===== config.mk =====
export PLATFORM = sky130hd
export DESIGN_NAME = layer_sequencer
export DESIGN_NICKNAME = d
export VERILOG_FILES = /design/src/rtl/layer_sequencer.sv
export SDC_FILE = /design/constraint.sdc
export NUM_CORES = 1
export LEC_CHECK = 0
export CAP_MARGIN = 20
export CORE_UTILIZATION = 53
export DETAILED_ROUTE_END_ITERATION = 6
export GPL_TIMING_DRIVEN = 0
export PLACE_DENSITY = 0.88
export SLEW_MARGIN = 20
export SYNTH_ARGS = -nofsm -noshare
export SYNTH_HDL_FRONTEND = slang
export SYNTH_HIERARCHICAL = 1
export SYNTH_SLANG_ARGS = --single-unit

===== constraint.sdc =====
create_clock -name clk -period 2.35 [get_ports clk]
set_clock_uncertainty 0.2 [all_clocks]
set_input_delay 0.5875 -clock clk [delete_from_list [all_inputs] [get_ports clk]]
set_output_delay 0.5875 -clock clk [all_outputs]
set_load 0.02 [all_outputs]

===== src/rtl/layer_sequencer.sv =====
// Evaluation-window sequencer for one bitstream layer: clear, warm-up, counted
// stream, then hold per-neuron ones counts until the consumer accepts them.

module layer_sequencer_lane #(
  parameter int CW = 9
) (
  input  logic          clk,
  input  logic          rst,
  input  logic          clr,
  input  logic          en,
  input  logic          stream,
  output logic [CW-1:0] cnt
);
  always_ff @(posedge clk) begin
    if (rst || clr) cnt <= '0;
    else if (en)    cnt <= cnt + CW'(stream);
  end
endmodule

module layer_sequencer #(
  parameter  int NEURON_COUNT  = 2,
  parameter  int STREAM_LENGTH = 256,
  parameter  int WARMUP_CYCLES = 2,
  localparam int COUNT_WIDTH   = $clog2(STREAM_LENGTH + 1)
) (
  input  logic                                clk,
  input  logic                                rst,
  input  logic                                start,
  output logic                                busy,
  output logic                                layer_clear,
  output logic                                layer_enable,
  input  logic [NEURON_COUNT-1:0]             layer_output,
  output logic [NEURON_COUNT*COUNT_WIDTH-1:0] count_out,
  output logic                                result_valid,
  input  logic                                result_ready
);
  localparam int MAXC = (STREAM_LENGTH > WARMUP_CYCLES) ? STREAM_LENGTH : WARMUP_CYCLES;
  localparam int TW   = $clog2(MAXC + 1);

  typedef enum logic [2:0] {S_IDLE, S_CLEAR, S_WARMUP, S_RUN, S_HOLD} state_t;

  state_t                                     state;
  logic [TW-1:0]                              timer;
  logic [NEURON_COUNT-1:0][COUNT_WIDTH-1:0]   cnt;
  logic                                       lane_clr;
  logic                                       lane_en;

  // Counters zero on the edge that enters CLEAR and accumulate only in RUN.
  assign lane_clr  = (state == S_IDLE) && start;
  assign lane_en   = (state == S_RUN);
  assign count_out = cnt;

  for (genvar i = 0; i < NEURON_COUNT; i++) begin : g_lane
    layer_sequencer_lane #(.CW(COUNT_WIDTH)) u_lane (
      .clk    (clk),
      .rst    (rst),
      .clr    (lane_clr),
      .en     (lane_en),
      .stream (layer_output[i]),
      .cnt    (cnt[i])
    );
  end

  // One down-counter times both WARMUP and RUN; it is loaded with length-1.
  always_ff @(posedge clk) begin
    if (rst) begin
      state        <= S_IDLE;
      timer        <= '0;
      busy         <= 1'b0;
      layer_clear  <= 1'b0;
      layer_enable <= 1'b0;
      result_valid <= 1'b0;
    end else begin
      case (state)
        S_IDLE: if (start) begin
          state       <= S_CLEAR;
          busy        <= 1'b1;
          layer_clear <= 1'b1;
        end
        S_CLEAR: begin
          layer_clear  <= 1'b0;
          layer_enable <= 1'b1;
          if (WARMUP_CYCLES == 0) begin
            state <= S_RUN;
            timer <= TW'(STREAM_LENGTH - 1);
          end else begin
            state <= S_WARMUP;
            timer <= TW'(WARMUP_CYCLES - 1);
          end
        end
        S_WARMUP: begin
          if (timer == '0) begin
            state <= S_RUN;
            timer <= TW'(STREAM_LENGTH - 1);
          end else begin
            timer <= timer - 1'b1;
          end
        end
        S_RUN: begin
          if (timer == '0) begin
            state        <= S_HOLD;
            layer_enable <= 1'b0;
            result_valid <= 1'b1;
          end else begin
            timer <= timer - 1'b1;
          end
        end
        S_HOLD: if (result_ready) begin
          state        <= S_IDLE;
          busy         <= 1'b0;
          result_valid <= 1'b0;
        end
        default: state <= S_IDLE;
      endcase
    end
  end
endmodule


# After elaboration in Yosys (flattened, before gate mapping)
# Index checks and enable logic that the tools add are counted.
dict set report totals {
  register_bits 34
  in_bits 6
  output_inout_bits 22
  word_cells 51
}
dict set report op_classes {
  addsub 3
  eq_ne 9
  n_mux 16
  reduce_logical 15
}
# op n
set ops {}
lappend ops {{9-bit case mux with 3 select lines} 1}
lappend ops {{9-bit by 1-bit adder with 9-bit output} 2}
lappend ops {{9-bit 2-to-1 mux} 2}
lappend ops {{3-bit case mux with 5 select lines} 1}
lappend ops {{3-bit 2-to-1 mux} 4}
lappend ops {{2-bit inequality test (second input constant)} 5}
lappend ops {{9-bit zero test} 1}
lappend ops {{9-bit by 1-bit subtractor with 9-bit output (second input constant)} 1}
lappend ops {{1-bit case mux with 2 select lines} 4}
lappend ops {{2-bit nonzero test} 4}
lappend ops {{3-bit by 2-bit equality test with 1-bit output (second input constant)} 2}
lappend ops {{2-bit AND reduction} 3}
lappend ops {{3-bit AND reduction} 2}
lappend ops {{1-bit 2-to-1 mux} 4}
lappend ops {{4-bit AND reduction} 1}
lappend ops {{3-bit by 1-bit equality test with 1-bit output (second input constant)} 1}
lappend ops {{3-bit equality test (second input constant)} 1}
lappend ops {{3-bit zero test} 1}
lappend ops {{3-bit nonzero test} 1}
lappend ops {{1-bit logical AND} 1}
lappend ops {{1-bit logical OR} 1}

# Logic depth before layout (Yosys ltp)
# Gate-level depths: netlist of the first run.
dict set report logic_depth {
  word_depth 3
  mapped_depth 7
  ltp_nobuf 6
}

# By module
# The synthesis of the first run kept the hierarchy.
# mod n_inst cells_per_inst area_each_um2 seq_area_each_um2
set modules_own_cells {}
lappend modules_own_cells {layer_sequencer 1 118 944.7 320.3}
lappend modules_own_cells {layer_sequencer_lane 2 44 409.1 180.2}

# Worst setup path before layout of the first run
# No wires, ideal clock.
dict set report synth_path {
  path_kind {register to register}
  start {register timer[0]}
  end {register timer[5]}
  setup_ns 0.057
  t_arrival_ns 1.721
  required_ns 2.093
  path_slack_ns 0.372
  stages_incl_launch_ff 8
  period_less_slack_ns 1.978
  path_cell_list {dfxtp_1 -> inv_1 -> ha_1 -> or4b_1 -> buf_2 -> or3_1 -> a211oi_1 -> a21o_1}
}
dict set report synth_between {
  elab_chain_cells 3
  word_cells_on_any_way 7
  classes_between {1 x add/sub; 1 x eq/ne; 3 x mux; 2 x reduce/logical}
}
# item line
set synth_rtl {}
lappend synth_rtl {{start: declaration} 43} ;# logic [TW-1:0] timer;
lappend synth_rtl {{start signal: assignment} 85} ;# timer <= TW'(STREAM_LENGTH - 1);
lappend synth_rtl {{start signal: assignment} 88} ;# timer <= TW'(WARMUP_CYCLES - 1);
lappend synth_rtl {{start signal: assignment} 94} ;# timer <= TW'(STREAM_LENGTH - 1);
lappend synth_rtl {{9-bit by 1-bit subtractor with 9-bit output / 9-bit zero test (equally long branches)} --}
lappend synth_rtl {{9-bit 2-to-1 mux, or another cell as far along} 100} ;# if (timer == '0) begin
lappend synth_rtl {{9-bit case mux with 3 select lines / 2-bit AND reduction (equally long branches)} --}
# Several ways; a longest one is shown, not always the timed one. The select of a mux whose other input is x is not followed.
# A chain may end at the register's enable or synchronous reset.

==> flow_summary.toml, run 1 <==
[setup_path]
end_kind = "flip-flop"
critPathArrivalTime_ns = 2.36
slowest_delay_ns = 0.65
r2r_start = "state[0]"
crit_chain = "clkdlybuf4s50_1 > clkbuf_1 > nor3b_1 > nand2_1 > a211oi_1 > a21o_1"
worstPathMaxFanout = 10
start_kind = "primary input"
critPathSlowestCell = "nor3b_1"
timing.rr.end = "g_lane[1].u_lane/cnt[8]"
crit_start = "rst"
worstSetupPathType = "primary input to flip-flop"
critPathRequiredTime_ns = 2.45
rr_worst_depth = 6
r2r_slack_ns = 0.13

[cts]
root_buffer = "clkbuf_4"
ctsResizeCount = 1
clk_pin_slew_ns = 0.10
ctsHoldBuffers = 0
cts.sinks = 34
clockBufferDepth = 2
clkLatencyLatePin_ns = 0.35
cts_buffers = 5
cts_tree = "built"
h-tree-depth = 2
post_cts_buffers = 0

[synth]
seq_area_frac_synth_pct = 38.6
synth_area_um2 = 1760
syn_nets = 218
ys_warn_count = 6
synth_top_family_by_area = "simple AND/OR/NAND/NOR gates"
synth_compound_area_share_pct = 20.6
synth_area_leaders = "dfxtp_1, a21oi_1, ha_1, nor2_1, nand2_1"
synth_edf_count = 0
synth_top_area_share_pct = 38.6
ys_types = 43
post-synth-top-area-cell = "dfxtp_1"
muxShareOfSynthArea_pct = 2.27
ys_ff_latch = 34
synth-xor-area-share_pct = 2.98
yosysMostFrequentCell = "dfxtp_1"
netlist_instances = 206
yosys.area_share.simple_pct = 27.5
ys_top_cells_by_count = "dfxtp_1, nor2_1, nand2_1"
synth_ff_type = "dfxtp_1"
yosys.area_share.adder_pct = 4.26
ys_async_sr_fraction_pct = 0
syn_area_per_cell_um2 = 8.56

[place]
gp_congestion = 0.967
hpwl_um = 2780
portBuffers = 27
place_area_um2 = 2090

[worst_hold_path]
whs_path_depth = 2
holdPathEnd = "g_lane[0].u_lane/cnt[8]"
hp-start = "g_lane[0].u_lane/cnt[8]"
min_path_type = "flip-flop to flip-flop"

[power_and_ir_drop]
switching_share_pct = 46.7
power_leakage_nw = 0.810
intPower_mw = 1.37
powerDensity_nw_per_um2 = 1190
clkPwrFrac_pct = 13.5
p_sw_mw = 1.20
ir_worst_vdd_v = 0.000879
comb_power_share_pct = 54.5
p_seq_share_pct = 32.0

[sta]
setup_viol = 0
maxSlewViolCount = 0
max_freq_mhz = 441
worstMarginPinSlew_ns = 0.845
period_share_pct = 96.5
rsz0062_at_grt = "no"
min_period_ns = 2.27
hold_viol = 0
maxSlewHeadroom_pct = 43.1
finalSetupTns_ns = 0

[job]
max_cap_viol_count = 0

[cells_and_area]
syn_to_final_growth_pct = 22.4
stdcell_area_um2 = 2160
num_antenna_cells = 0
final_nets = 252
postLayoutCoreUtil_pct = 69.6
seq_area_um2 = 681
drive_above_1_share_pct = 9.54
fillers = 270
multi_input_area_um2 = 1020

[drt]
ant_nets = 0
wl_um = 3890
dr.pass1.iters = 5
drtIter0Drc = 148
drt-wirelength-per-cell_um = 13.7
drc_errors = 0
via_per_inst = 5.92
num_vias = 1688

[floorplan]
core_area_um2 = 3100
die_x_um = 59.7
pin_count = 28
rows = 20
dieArea_um2 = 3560
initial_core_util_pct = 56.8
die_y_um = 59.7

[global_route]
antenna_found_initial = 0
grt_remaining_overflow = 0
grt_pass1_wl_um = 6240
grt_pass1_vias = 1433
grt_max_degree = 12
grt_use_total_pct = 23.4

[status]
status = "completed"
-- worst max-delay path by stage --
stage | endpoint | slack (ns)
after detailed placement | timer[5] | -0.21
after global placement | timer[5] | -0.24
after global routing | timer[5] | 0.03
after floorplan | timer[5] | 0.37
final | timer[5] | 0.08
after CTS | count_out[11] | 0.08
-- per-stage QoR --
| step | total power [mW] | hold WS (ns) | setup WS, ns | cells |
|---|---|---|---|---|
| after floorplan | 1.84 | 0.291 | 0.372 | 206 |
| after global placement | 2.15 | 0.268 | -0.236 | 277 |
| after detailed placement | 2.16 | 0.271 | -0.211 | 277 |
| after global routing | 2.74 | 0.305 | 0.0254 | 285 |
| after CTS | 2.54 | 0.284 | 0.0784 | 285 |
| final | 2.57 | 0.283 | 0.0813 | 285 |
-- logic make-up after synthesis --
| group | after synthesis |
|---|---|
| xor+xnor | 6 |
| buf+inv | 16 |
| fa+ha+maj | 6 |
| compound gates | 54 |
| simple gates | 86 |
| flops | 34 |
| mux | 4 |
-- power by group through the flow --
stage               Combinational, mW  Clock (mW)  Sequential (mW)
floorplan                        1.02           0            0.822
global placement                 1.33           0            0.823
detailed placement               1.33           0            0.824
CTS                              1.37       0.355            0.816
global route                     1.52       0.383            0.837
finish                           1.40       0.347            0.822
-- flip-flops by register name (all words and copies together) (netlist names) --
name / count
timer: 9
result_valid: 1
layer_clear: 1
g_lane.u_lane/cnt: 18
busy: 1
state: 3
layer_enable: 1
-- placed cells by master (no fill, tap or decap), drive strengths merged, types with 6 or more instances in the layout --
master,count
a21oi,16
clkbuf,11
clkdlybuf4s50,27
dfxtp,34
ha,6
inv,6
nand2,18
nand3,6
nand4,10
nor2,20
o21ai,12
or3,8
xor2,6
-- layer usage --
metal	track usage [%]	up-vias	part of all wire, %
li1	-	832	-
met1	30.0	758	43
met2	35.4	85	47
met3	6.71	13	8.2
met4	12.3	0	2.5
met5	0	-	0
-- layout make-up --
| cell class | count | share of cell area [%] |
|---|---|---|
| Clock inverter | 2 | 0.580 |
| Timing Repair Buffer | 27 | 12.5 |
| Sequential cell | 34 | 31.5 |
| Tap cell | 44 | 2.55 |
| Inverter | 6 | 1.04 |
| Buffer | 10 | 2.09 |
| Clock buffer | 6 | 2.38 |
| Multi-Input combinational cell | 156 | 47.3 |
-- critical path: cells and delay by family --
kind,cells,cell delay (ns)
AND/OR/NAND/NOR,2,0.77
AO/OA/AOI/OAI,2,0.35
buffers and inverters,2,0.68
Power figures use the tool's default switching activity.
==> inputs of run 2 (changes only) <==
Settings changed: MAX_ROUTING_LAYER from default to met4.
==> run 2 against run 1 <==
Sequential power is essentially flat. Worst setup slack gained 0.022 ns. Critical endpoint is now count_out[11]. Wire length is essentially flat. Largest cell class unchanged. Sequential share of layout area shrank 0.33 points. Global-route usage grew 1.0 points. Total power grew 3.1%. Via count shrank 0.95%. Cell area grew 1.0%. Clock power grew 25%. Register-to-register slack gained 0.05 ns. Die area is the same. Flip-flop and latch count is the same.
==> flow_summary.toml, run 2 (synthesis results as in run 1) <==
[cts]
clockBufferDepth = 2
clkLatencyLatePin_ns = 0.33
root_buffer = "clkbuf_4"
clk_pin_slew_ns = 0.10
cts_tree = "built"
ctsHoldBuffers = 0
h-tree-depth = 2
cts_buffers = 5
cts.sinks = 34

[cells_and_area]
reg.largest.list = "g_lane.u_lane/cnt (18), timer (9), state (3)"
fillers = 268
layout_common_cells = "dfxtp_1, clkdlybuf4s50_1, nor2_1, nand2_1, a21oi_1"
seq_area_um2 = 681
top_register = "g_lane.u_lane/cnt"
drive_above_1_share_pct = 9.58
largest_register_ffs = 18
num_antenna_cells = 0
final_common_cell = "dfxtp_1"
final_nets = 252
syn_to_final_growth_pct = 23.7
multi_input_area_um2 = 1030

[power_and_ir_drop]
power_leakage_nw = 0.823
ir_worst_vdd_v = 0.000839
powerDensity_nw_per_um2 = 1220
power_mw = 2.65

[drt]
ant_nets = 0
num_vias = 1672
dr.pass1.iters = 4
drc_errors = 0
wl_um = 3900
via_per_inst = 5.89
drt-wirelength-per-cell_um = 13.7
drtIter0Drc = 116

[floorplan]
core_area_um2 = 3100
initial_core_util_pct = 56.8
die_x_um = 59.7
rows = 20
dieArea_um2 = 3560
die_y_um = 59.7
pin_count = 28

[sta]
maxSlewViolCount = 0
min_period_ns = 2.25
rsz0062_at_grt = "no"
maxSlewHeadroom_pct = 42.5
setup_viol = 0
whs_ns = 0.280
worstMarginPinSlew_ns = 0.855
hold_viol = 0
max_freq_mhz = 445
period_share_pct = 95.6

[setup_path]
crit_start = "g_lane[1].u_lane/cnt[2]"
start_kind = "flip-flop"
critPathRequiredTime_ns = 1.56
end_kind = "output pin"
cp_top_family = "buffers and inverters"
crit_chain = "clkdlybuf4s50_1"
worstSetupPathType = "flip-flop to output pin"
crit_buf_inv = 1
critPathSlowestCell = "clkdlybuf4s50_1"
r2r_start = "state[0]"
worstPathMaxFanout = 5
slowest_delay_ns = 0.65
critPathArrivalTime_ns = 1.46

[job]
max_cap_viol_count = 0

[global_route]
grt_max_degree = 11
grt_remaining_overflow = 0
antenna_found_initial = 0
grt_pass1_wl_um = 6340
grt_pass1_vias = 1445
grt_use_total_pct = 24.4

[place]
hpwl_um = 2900
gp_congestion = 0.993
portBuffers = 27

[worst_hold_path]
min_path_type = "flip-flop to flip-flop"
hp-start = "layer_enable"

[status]
status = "completed"
[run 2: cell count changes in the layout (fill, tap and decap cells not counted), sizes merged]
cell / previous run / this run
clkinvlp: 1 / 0
clkinv: 1 / 0
bufinv: 0 / 1
[run 2: layout make-up]
| class | instances | share of cell area, % |
|---|---|---|
| flip-flops and latches | 34 | 31.2 |
| multi-input cells | 156 | 47.0 |
| plain buffers | 10 | 2.07 |
| well taps | 44 | 2.52 |
| clock inverters | 1 | 1.38 |
| repair buffers | 27 | 12.4 |
| inverters | 6 | 1.03 |
| clock buffers | 6 | 2.35 |
[run 2: worst paths after layout]
check / cells past startpoint / slack [ns] / end
setup / recovery: 1 / 0.10 / count_out[11]
hold / removal: 2 / 0.28 / layer_enable
setup reg to reg: 6 / 0.18 / g_lane[1].u_lane/cnt[8]
hold reg to reg: 2 / 0.28 / layer_enable
[run 2: what timing repair did]
action | in CTS | in global routing
setup buffers | 0 | 0
hold endpoints to repair | 0 | 0
pin swaps | 0 | 0
gates resized for setup | 1 | 1
endpoints found under the setup margin | 2 | 1
[run 2: where the power goes]
part	switching, mW	total, mW	internal [mW]
clock	0.186	0.434	0.248
sequential	0.137	0.824	0.687
combinational	0.852	1.39	0.540
total	1.18	2.65	1.47
[run 2: metal layers]
layer	wire length, µm	up-vias	global-route usage, %
li1	-	827	-
met1	1740	776	30.0
met2	1850	63	37.0
met3	258	6	8.23
met4	53	0	8.97
met5	0	-	-
[run 2: stage by stage]
stage          instances  instance area, µm²  setup slack (ns)  TNS (ns)  utilization (%)
2_1_floorplan        206                1760             0.372         0                -
3_3_place_gp         277                2090            -0.235    -0.929             67.3
3_5_place_dp         277                2090            -0.196    -0.991             67.3
4_1_cts              284                2180            0.0826         0             70.1
5_1_grt              284                2180            0.0483         0             70.3
6_report             284                2180             0.103         0             70.3
==> inputs of run 3 (changes only) <==
Settings changed: CAP_MARGIN 20 to default.
==> results of run 3 <==
Final layout, timing and power as in run 2 (identical DEF).
==> variant: new RTL, settings of run 3 <==
Reset style: asynchronous (`rst`), changed in one clocked block.
--- a/src/rtl/layer_sequencer.sv
+++ b/src/rtl/layer_sequencer.sv
@@ -64,3 +64,3 @@
   // One down-counter times both WARMUP and RUN; it is loaded with length-1.
-  always_ff @(posedge clk) begin
+  always_ff @(posedge clk or posedge rst) begin
     if (rst) begin
Behaviour: differs if rst is asserted again (counterexample within 4 cycles, from zero or initial values and one cycle with rst high); with rst held inactive, the same outputs for 10 cycles.
==> variant against run 3 <==
- routed wire length rose by 3.0%
- critical path type is now flip-flop to flip-flop
- setup slack got worse by 58 ps
- synthesized area rose by 1.4%
- power fell by 18%
- sequential cell count did not move
- first-iteration DRC count fell by 31%
- via count fell by 2.3%
- final area rose by 1.1%
- global-route usage rose by 0.20 points
==> variant: results (changes against run 3) <==
| Metric | Value |
|---|---|
| Violation count after the first detailed-route iteration | 80 (-31%) |
| CP max FO | 4 (-1) |
| Async SR Flop Fraction | 0.471 (+0.471) |
| RePlAce Congestion | 0.861 (-13%) |
| Synth Area in Adders | 0.0420 (-0.000596) |
| Critical path's slowest cell | or4_4 |
| Critical Path Sink | timer[7]$_DFFE_PP0P_ |
| Vias in the first global route | 1,409 (-2.5%) |
| Post-Syn Nets | 204 (-6.4%) |
| Max_slew headroom | 0.530 (+0.106) |
| FILL cells | 246 (-8.2%) |
| Total number of vias | 1,634 (-2.3%) |
| Xor/xnor share of the synthesized area | 0.0294 (-0.000417) |
| Placed Area | 0.00211 mm2 (+1.2%) |
| Reg2Reg Setup Slack | 50 ps (-130 ps) |
| DPL Wire Length | 2.78 mm (-3.9%) |
| Nets | 239 (-5.2%) |
| Met2 usage in global routing | 0.386 (+0.0159) |
| Placed insts | 263 (-5.1%) |
| Share of layout cells above drive strength 1 | 0.127 (+0.0314) |
| Run status | finished, final reports clean |
| Post-layout min period | 2300 ps (+57.7 ps) |
| Max incr delay on CP | 510 ps (-140 ps) |
| Synth area leaders | dfrtp_1 22%, dfxtp_1 20%, ha_1 4.2%, a21oi_1 3.9%, o21ai_0 3.9% |
| Commonest cells in the netlist | 18 x dfxtp_1, 16 x dfrtp_1, 16 x nand2_1 |
| Final non-filler cell total | 272 (-4.2%) |
[variant: power breakdown]
part           total, mW  switching (mW)  internal, mW  leakage (nW)
clock network      0.356           0.211         0.145        0.0386
registers          0.883           0.172         0.711         0.336
logic              0.948           0.500         0.448         0.507
[variant: how the worst min path moves through the flow]
stage | start | to | slack, ps | cells after the start
2_1_floorplan | timer[0]$_DFFE_PP0P_ | timer[0]$_DFFE_PP0P_ | 290 | 1
3_3_place_gp | g_lane[0].u_lane/cnt[8]$_SDFFE_PP0P_ | g_lane[0].u_lane/cnt[8]$_SDFFE_PP0P_ | 260 | 2
3_5_place_dp | g_lane[0].u_lane/cnt[8]$_SDFFE_PP0P_ | g_lane[0].u_lane/cnt[8]$_SDFFE_PP0P_ | 270 | 2
4_1_cts | g_lane[0].u_lane/cnt[8]$_SDFFE_PP0P_ | g_lane[0].u_lane/cnt[8]$_SDFFE_PP0P_ | 290 | 2
5_1_grt | g_lane[0].u_lane/cnt[8]$_SDFFE_PP0P_ | g_lane[0].u_lane/cnt[8]$_SDFFE_PP0P_ | 310 | 2
6_report | g_lane[0].u_lane/cnt[8]$_SDFFE_PP0P_ | g_lane[0].u_lane/cnt[8]$_SDFFE_PP0P_ | 280 | 2
[variant: layout make-up]
class / instances / area share
plain buffers: 8 / 0.0187
clock inverters: 2 / 0.00510
multi-input cells: 144 / 0.446
flip-flops and latches: 34 / 0.345
inverters: 6 / 0.0102
clock buffers: 6 / 0.0233
repair buffers: 28 / 0.126
well taps: 44 / 0.0250
[variant: cells by family (layout without fill, tap and decap cells)]
group / after synthesis / in the layout
flops: 34 / 34
mux: 5 / 5
buf+inv: 14 / 50
fa+ha+maj: 6 / 6
simple gates: 73 / 73
xor+xnor: 6 / 6
compound gates: 54 / 54
